===== src/rtl/pc_gen_pkg.sv =====
// Shared definitions for the PC generator: state encoding, step sizes and
// target alignment masks.
package pc_gen_pkg;

  typedef enum logic [1:0] {
    ST_BOOT = 2'd0,
    ST_RUN  = 2'd1,
    ST_HOLD = 2'd2
  } pc_state_t;

  localparam logic [31:0] STEP_ARM   = 32'd4;
  localparam logic [31:0] STEP_THUMB = 32'd2;
  localparam logic [31:0] MASK_ARM   = 32'hFFFF_FFFC;
  localparam logic [31:0] MASK_THUMB = 32'hFFFF_FFFE;

  function automatic logic [31:0] step_size(input logic thumb);
    return thumb ? STEP_THUMB : STEP_ARM;
  endfunction

  function automatic logic [31:0] align_addr(input logic [31:0] addr, input logic thumb);
    return addr & (thumb ? MASK_THUMB : MASK_ARM);
  endfunction

endpackage


===== src/rtl/pc_gen_adder32.sv =====
// Plain 32-bit ripple-style adder used as the PC incrementer.
module adder32 (
  input  logic [31:0] i_a,
  input  logic [31:0] i_b,
  input  logic        i_cin,
  output logic [31:0] o_sum,
  output logic        o_cout
);

  assign {o_cout, o_sum} = {1'b0, i_a} + {1'b0, i_b} + {32'd0, i_cin};

endmodule


===== src/rtl/pc_gen.sv =====
// Program-counter generator: sequential fetch stepping, redirect/exception
// steering with a one-entry pending slot during stalls, and fetch history.
module pc_gen
  import pc_gen_pkg::*;
#(
  parameter int             AW        = 32,
  parameter logic [AW-1:0]  RESET_VEC = {AW{1'b0}},
  parameter int             DEPTH     = 2
) (
  input  logic                clk,
  input  logic                rst_n,
  input  logic                en,
  input  logic                i_thumb,
  input  logic                i_redir_en,
  input  logic [AW-1:0]       i_redir_addr,
  input  logic                i_exc_en,
  input  logic [AW-1:0]       i_exc_addr,
  input  logic                i_ack,
  output logic                o_req,
  output logic [AW-1:0]       o_pc,
  output logic [AW-1:0]       o_pc_next,
  output logic [DEPTH*AW-1:0] o_hist,
  output logic [DEPTH-1:0]    o_hist_vld,
  output logic                o_flush
);

  pc_state_t        r_state;
  logic [AW-1:0]    r_pc;
  logic             r_req;
  logic             r_flush;
  logic [AW-1:0]    r_hist [DEPTH];
  logic [DEPTH-1:0] r_hist_vld;
  logic             r_pend_vld;
  logic             r_pend_exc;
  logic [AW-1:0]    r_pend_addr;

  logic [31:0]      w_sum;
  logic             w_cout;
  logic             w_unused;
  logic [AW-1:0]    w_inc;
  logic [AW-1:0]    w_raw_tgt;
  logic [AW-1:0]    w_tgt;
  logic             w_adv;
  logic             w_jump;
  logic             w_any_req;

  adder32 u_inc (
    .i_a    (32'(r_pc)),
    .i_b    (step_size(i_thumb)),
    .i_cin  (1'b0),
    .o_sum  (w_sum),
    .o_cout (w_cout)
  );

  // Carry-out and any bits above AW are discarded: the PC wraps silently.
  assign w_unused = ^{w_cout, w_sum};
  assign w_inc    = w_sum[AW-1:0];

  assign w_any_req = i_exc_en | i_redir_en;
  assign w_adv     = en & r_req & i_ack;
  assign w_jump    = en & (w_any_req | r_pend_vld);
  assign w_raw_tgt = i_exc_en   ? i_exc_addr   :
                     i_redir_en ? i_redir_addr : r_pend_addr;
  assign w_tgt     = AW'(align_addr(32'(w_raw_tgt), i_thumb));
  assign o_pc_next = w_jump ? w_tgt : (w_adv ? w_inc : r_pc);

  always_ff @(posedge clk or negedge rst_n) begin
    if (!rst_n) begin
      r_state     <= ST_BOOT;
      r_pc        <= RESET_VEC;
      r_req       <= 1'b0;
      r_flush     <= 1'b0;
      r_hist_vld  <= '0;
      r_pend_vld  <= 1'b0;
      r_pend_exc  <= 1'b0;
      r_pend_addr <= '0;
      for (int k = 0; k < DEPTH; k++) r_hist[k] <= '0;
    end else begin
      r_pc    <= o_pc_next;
      r_flush <= w_jump;
      r_req   <= 1'b1;
      if (en) begin
        r_state    <= ST_RUN;
        r_pend_vld <= 1'b0;
        r_pend_exc <= 1'b0;
        if (w_jump) begin
          r_hist_vld <= '0;
        end else if (w_adv) begin
          r_hist[0]     <= r_pc;
          r_hist_vld[0] <= 1'b1;
          for (int k = 1; k < DEPTH; k++) begin
            r_hist[k]     <= r_hist[k-1];
            r_hist_vld[k] <= r_hist_vld[k-1];
          end
        end
      end else begin
        // A captured exception may only be displaced by a later exception.
        if (i_exc_en) begin
          r_pend_vld  <= 1'b1;
          r_pend_exc  <= 1'b1;
          r_pend_addr <= i_exc_addr;
        end else if (i_redir_en && !(r_pend_vld && r_pend_exc)) begin
          r_pend_vld  <= 1'b1;
          r_pend_exc  <= 1'b0;
          r_pend_addr <= i_redir_addr;
        end
        if (w_any_req || r_pend_vld) r_state <= ST_HOLD;
        else if (r_state == ST_BOOT) r_state <= ST_RUN;
      end
    end
  end

  for (genvar gi = 0; gi < DEPTH; gi++) begin : g_hist
    assign o_hist[gi*AW +: AW] = r_hist[gi];
  end

  assign o_pc       = r_pc;
  assign o_req      = r_req;
  assign o_flush    = r_flush;
  assign o_hist_vld = r_hist_vld;

endmodule

===== config.mk =====
export PLATFORM = sky130hd
export DESIGN_NAME = pc_gen
export DESIGN_NICKNAME = d
export VERILOG_FILES = /design/src/rtl/pc_gen_pkg.sv /design/src/rtl/pc_gen_adder32.sv /design/src/rtl/pc_gen.sv
export SDC_FILE = /design/constraint.sdc
export NUM_CORES = 1
export LEC_CHECK = 0
export CORE_MARGIN = 4
export CORE_UTILIZATION = 25
export DETAILED_ROUTE_END_ITERATION = 10
export SKIP_CTS_REPAIR_TIMING = 1
export SYNTH_ARGS = -nofsm -noshare
export SYNTH_HDL_FRONTEND = slang
export SYNTH_SLANG_ARGS = --single-unit

===== constraint.sdc =====
create_clock -name clk -period 4.4 [get_ports clk]
set_input_delay 1.32 -clock clk [delete_from_list [all_inputs] [get_ports clk]]
set_output_delay 1.32 -clock clk [all_outputs]
set_load 0.005 [all_outputs]

# == Yosys cells after proc, flatten, opt, wreduce, memory -nomap -nowiden ==
# Cells that the tools add are included.
# word_totals
regBits,134
in_bits,71
output_inout_bits,132
elab_cells,43
# op_classes
add_sub_neg,1
mux,16
bitwise,8
n_reduce_logical,9
# op_table
cell,n
32-bit two-way mux,6
32-bit by 3-bit adder with 32-bit output,1
32-bit bitwise AND,1
1-bit two-way mux,6
2-bit two-way mux,3
2-bit AND reduction,2
2-bit nonzero test,2
1-bit bitwise AND,3
3-bit two-way mux,1
3-bit AND reduction,1
3-bit nonzero test,1
1-bit logical AND,2
1-bit NOT,2
1-bit OR,2
1-bit zero test,1

# == Depth between registers and ports, before layout ==
# logic_depth
ltp_word,6
ltp_mapped,8
ltp_nobuf,8

# == Cells and area by module ==
# From an unflattened synthesis, not the netlist that was laid out.
# unflattened
cells_unflattened,744
hier_area_um2,7957.6
# modules_own_cells
module,n_inst,cells_each,area_per_inst_um2,seq_area_each_um2
pc_gen,1,500,6207.2,3328.2
adder32,1,244,1750.4,0.0

# == Worst setup path after synthesis ==
# Ideal clock, no wire load.
# synth_path
path_kind,input-to-output
from,input i_thumb
to,output o_pc_next[15]
arrival_ns,2.932
t_required_ns,3.080
setup_slack_ns,0.148
cell_stages,8
path_buffers,0
cell_sequence,ha_1 inv_1 fa_1 nand3b_1 nor4_2 nand3_1 xor2_1 a21oi_1
# synth_via
elab_chain_len,4
# synth_lines
item,line,text
from (decl),pc_gen.sv:13,"input logic i_thumb,"
3-bit two-way mux,pc_gen_pkg.sv:17,return thumb ? STEP_THUMB : STEP_ARM;
32-bit by 3-bit adder with 32-bit output,pc_gen_adder32.sv:10,"assign {o_cout, o_sum} = {1'b0, i_a} + {1'b0, i_b} + {32'd0, i_cin};"
32-bit two-way mux (2 in series),pc_gen.sv:65,assign o_pc_next = w_jump ? w_tgt : (w_adv ? w_inc : r_pc);
to (decl),pc_gen.sv:21,"output logic [AW-1:0] o_pc_next,"
# Every way passes these cells.

# == Final worst setup path ==
# layout_path
from,input i_thumb
to,output o_pc_next[17]
# The elaborated chain is that of the path after synthesis.

==> metrics.md <==
| Metric | Value |
|---|---|
| Combinational Power Share | `0.256` |
| Reg2reg end | `o_pc[31]$_DFF_PN0_` |
| Worst Setup Start Kind | `input pin` |
| Synthesized area | `6450 sq um` |
| CP Capture Type | `output pin` |
| Num ports | `a little over 200` |
| P_sw | `1140 uW` |
| H-tree depth | `4` |
| FF-to-FF setup slack | `1.93 ns` |
| CTS tree | `yes` |
| Maximum clock path buffer count | `2` |
| Failing checks | `negative setup slack` |
| Top cell type's share of synthesized area | `0.516` |
| Flops & latches, synth | `133` |
| Worst vdd rail ir drop | `0.187 mV` |
| Placed cell area | `9100 sq um` |
| R2R depth | `11` |
| Cell count after synthesis | `567` |
| Post-route ant nets | `0` |
| I/O Buffers | `200` |
| Hpwl dp | `approximately 15 mm` |
| GRT Util Overall | `0.140` |
| Worst-path cell chain | `buf_8 > ha_4 > inv_2 > fa_2 > nand3b_1 > buf_6 > nor4_4 > buf_4 > and2b_1 > xnor2_1 > a21oi_1 > buf_2` |
| WS Path Type | `input pin to output pin` |
| Crit path buf inv count | `5` |
| Worst setup margin | `-0.133 ns` |
| Gpl congestion | `0.783` |
| Max Cap Viol | `0` |
| Vias | `5223` |
| Via/cell ratio | `approximately 4.5` |
| Reg2Reg Launch Point | `o_pc[1]$_DFF_PN0_` |
| Worst clock skew | `0.00872 ns` |
| Switching share of power | `0.281` |
| Initial antenna violation count | `0` |
| Worst slew pin tran | `0.805 ns` |
| Starting Density | `0.255` |
| Max stage delay cell, worst path | `fa_2` |
| # placed instances | `around 1100` |
| # nets final | `between 800 and 900` |
| N_diodes | `0` |
| Slowest stage delay, CP | `0.37 ns` |
| Root Buffer | `clkbuf_16` |
| Num CTS Buffers | `17` |
| Hold Crit Start | `r_pend_addr[16]$_DFFE_PN0P_` |
| WL final | `20.3 mm` |
| Worst hold path class | `flop to flop` |
| Yosys warns | `0` |
| Family with the most delay on the worst path | `buffers and inverters` |
| Vias in the first global route | `5205` |
| Total power | `4070 uW` |
| Hold path cells | `2` |
| Hold slack | `around 0.48 ns` |
| Fmax | `~220 MHz` |
| Grt ovf | `0` |
| Pin count of the biggest net entering global routing | `96` |
| Cell Pwr Density | `408 nW/um^2` |
| Ys async rst share | `1.00` |
| Finished Cell Area | `9990 sq um` |
| Horiz. Die Dim | `approximately 170 um` |
| Drt drc | `0` |
| Area added between synthesis and finish | `54.9%` |
| Worst Path Arrival | `roughly 3.2 ns` |
| Post-synthesis sequential area ratio | `0.516` |
| Fin. Hold Viols | `0` |
| Core footprint | `25300 sq um` |
| Mean post-synth cell area | `11.4 sq um` |
| Number of flops mapped to enable cells by yosys | `0` |
| CTS sink count | `133` |
| Synth area leaders | `dfrtp_1 (52%), mux2i_1 (9.8%), mux2_1 (8.4%)` |
| WL/cell | `17.6 um` |
| Share of cells above drive strength 1 | `0.217` |
| Fin util | `0.396` |
| Sequential power share | `0.402` |
| Final setup fails | `11` |
| Slew Limit Fails | `0` |
| RSZ-0062 raised after global routing | `true` |
| Initial DRC Count | `323` |
| CP max FO | `3` |
| Crit share post-route | `1.03` |
| LEAKAGE | `0.00446 uW` |
| Clock power frac | `0.342` |
| Hold EP | `r_pend_addr[16]$_DFFE_PN0P_` |
| Final Instance Count excl. Fillers | `around 1200` |
| DRT Pass-1 Iters | `4` |
| Worst EP required | `3.08 ns` |
| Mapped Nets | `641` |
| Status | `finished, violations left` |
| Yosys top cell by area | `dfrtp_1` |
| Row cnt | `58` |
| Die area | `28400 sq um` |
| First-pass GRT wire length | `30.9 mm` |
| Distinct cells, synth | `35` |
| Crit path time final | `4.53 ns` |
| Top FF cell, synth | `dfrtp_1` |
| Clock transition at path regs | `0.06 ns` |
| Skew-Pair Late Insertion Delay | `0.41 ns` |
| Worst slew margin | `0.463` |
| Die Y | `approximately 170 um` |
| Pint | `about 3000 uW` |
power by group through the flow:
stage               Sequential (uW)  Combinational [uW]  Clock (uW)
global route                   1670                1130        1490
detailed placement             1650                1030           0
floorplan                      1620                 334           0
global placement               1650                1020           0
CTS                            1630                1030        1430
finish                         1640                1040        1390
layout make-up:
type / instances / area (sq um)
fillers: 2446 / 15300
flip-flops and latches: 133 / 3330
multi-input cells: 391 / 3150
repair buffers: 263 / 2520
clock buffers: 21 / 460
well taps: 330 / 413
clock inverters: 10 / 106
inverters: 5 / 18.8
metal layers:
layer | routed length (um) | global-route usage
met2 | 9820 | 0.225
met1 | 9350 | 0.188
met5 | 0 | 0
met4 | 423 | 0.0473
met3 | 758 | 0.0299
placed cells by master (no fill, tap or decap), types with 3 or more instances in the layout:
cell,n
nor2_1,39
mux2i_1,63
xor2_1,21
clkinv_2,6
and3_1,5
a211oi_1,28
dlymetal6s2s_1,11
buf_2,17
nand3_2,5
dfrtp_1,133
and2_1,3
buf_4,52
nand3_1,7
inv_1,3
mux2_1,48
mux2_2,15
nor4_4,4
a21oi_1,19
clkbuf_16,18
clkdlybuf4s50_1,166
clkbuf_2,3
buf_12,6
a21oi_2,16
o21ai_0,34
nand4_1,13
buf_6,6
nand2_1,39
xnor2_1,4
Yosys cell counts (3+ instances only):
| library cell | instances |
|---|---|
| buf_4 | 4 |
| nor3_2 | 3 |
| nand3_1 | 13 |
| a21oi_1 | 34 |
| mux2i_1 | 63 |
| clkbuf_1 | 19 |
| nand2_1 | 40 |
| buf_2 | 14 |
| a211oi_1 | 30 |
| inv_1 | 5 |
| xor2_1 | 23 |
| dfrtp_1 | 133 |
| xnor2_1 | 6 |
| nor4_2 | 3 |
| nand4_1 | 13 |
| nor2_1 | 39 |
| o21ai_0 | 34 |
| and2_1 | 3 |
| and3_1 | 5 |
| mux2_2 | 15 |
| mux2_1 | 48 |
cell families (layout without fill, tap and decap cells):
| group | Yosys count | after routing | share of synthesized area |
|---|---|---|---|
| simple gates | 132 | 132 | 0.109 |
| buf+inv | 43 | 299 | 0.0301 |
| flops | 133 | 133 | 0.516 |
| xor+xnor | 29 | 29 | 0.0394 |
| other cells | 1 | 1 | 0.000582 |
| fa+ha+maj | 3 | 3 | 0.00698 |
| compound gates | 100 | 100 | 0.0904 |
| mux | 126 | 126 | 0.208 |
registers in the layout, summed over array words and instances, names as in the netlist:
name,cells
r_pend_vld,1
o_pc,32
r_pend_exc,1
o_req,1
r_pend_addr,31
o_hist,64
o_hist_vld,2
o_flush,1
how the worst max path moves through the flow:
stage,startpoint,to,slack (ns),depth (start not counted)
finish,i_thumb,o_pc_next[17],-0.13,12
global route,i_thumb,o_pc_next[19],-0.24,11
CTS,i_thumb,o_pc_next[15],-1.09,11
detailed placement,i_thumb,o_pc_next[15],-1.09,11
global placement,i_thumb,o_pc_next[15],-1.04,11
floorplan,i_thumb,o_pc_next[15],0.15,8
worst min-delay path, delay by kind of cell (launching register included):
kind,cells,cell delay [ns]
AOI/OAI and AO/OA,1,0.06
DFF,1,0.34
and+or+nand+nor,1,0.05
metrics by stage:
step                setup TNS, ns  setup WS [ns]
finish                     -0.853         -0.133
global route                -2.63         -0.244
global placement           -25.40          -1.04
detailed placement         -26.29          -1.09
floorplan                       0          0.148
CTS                        -26.40          -1.09
Note: power is estimated with default switching activity, not from simulation.
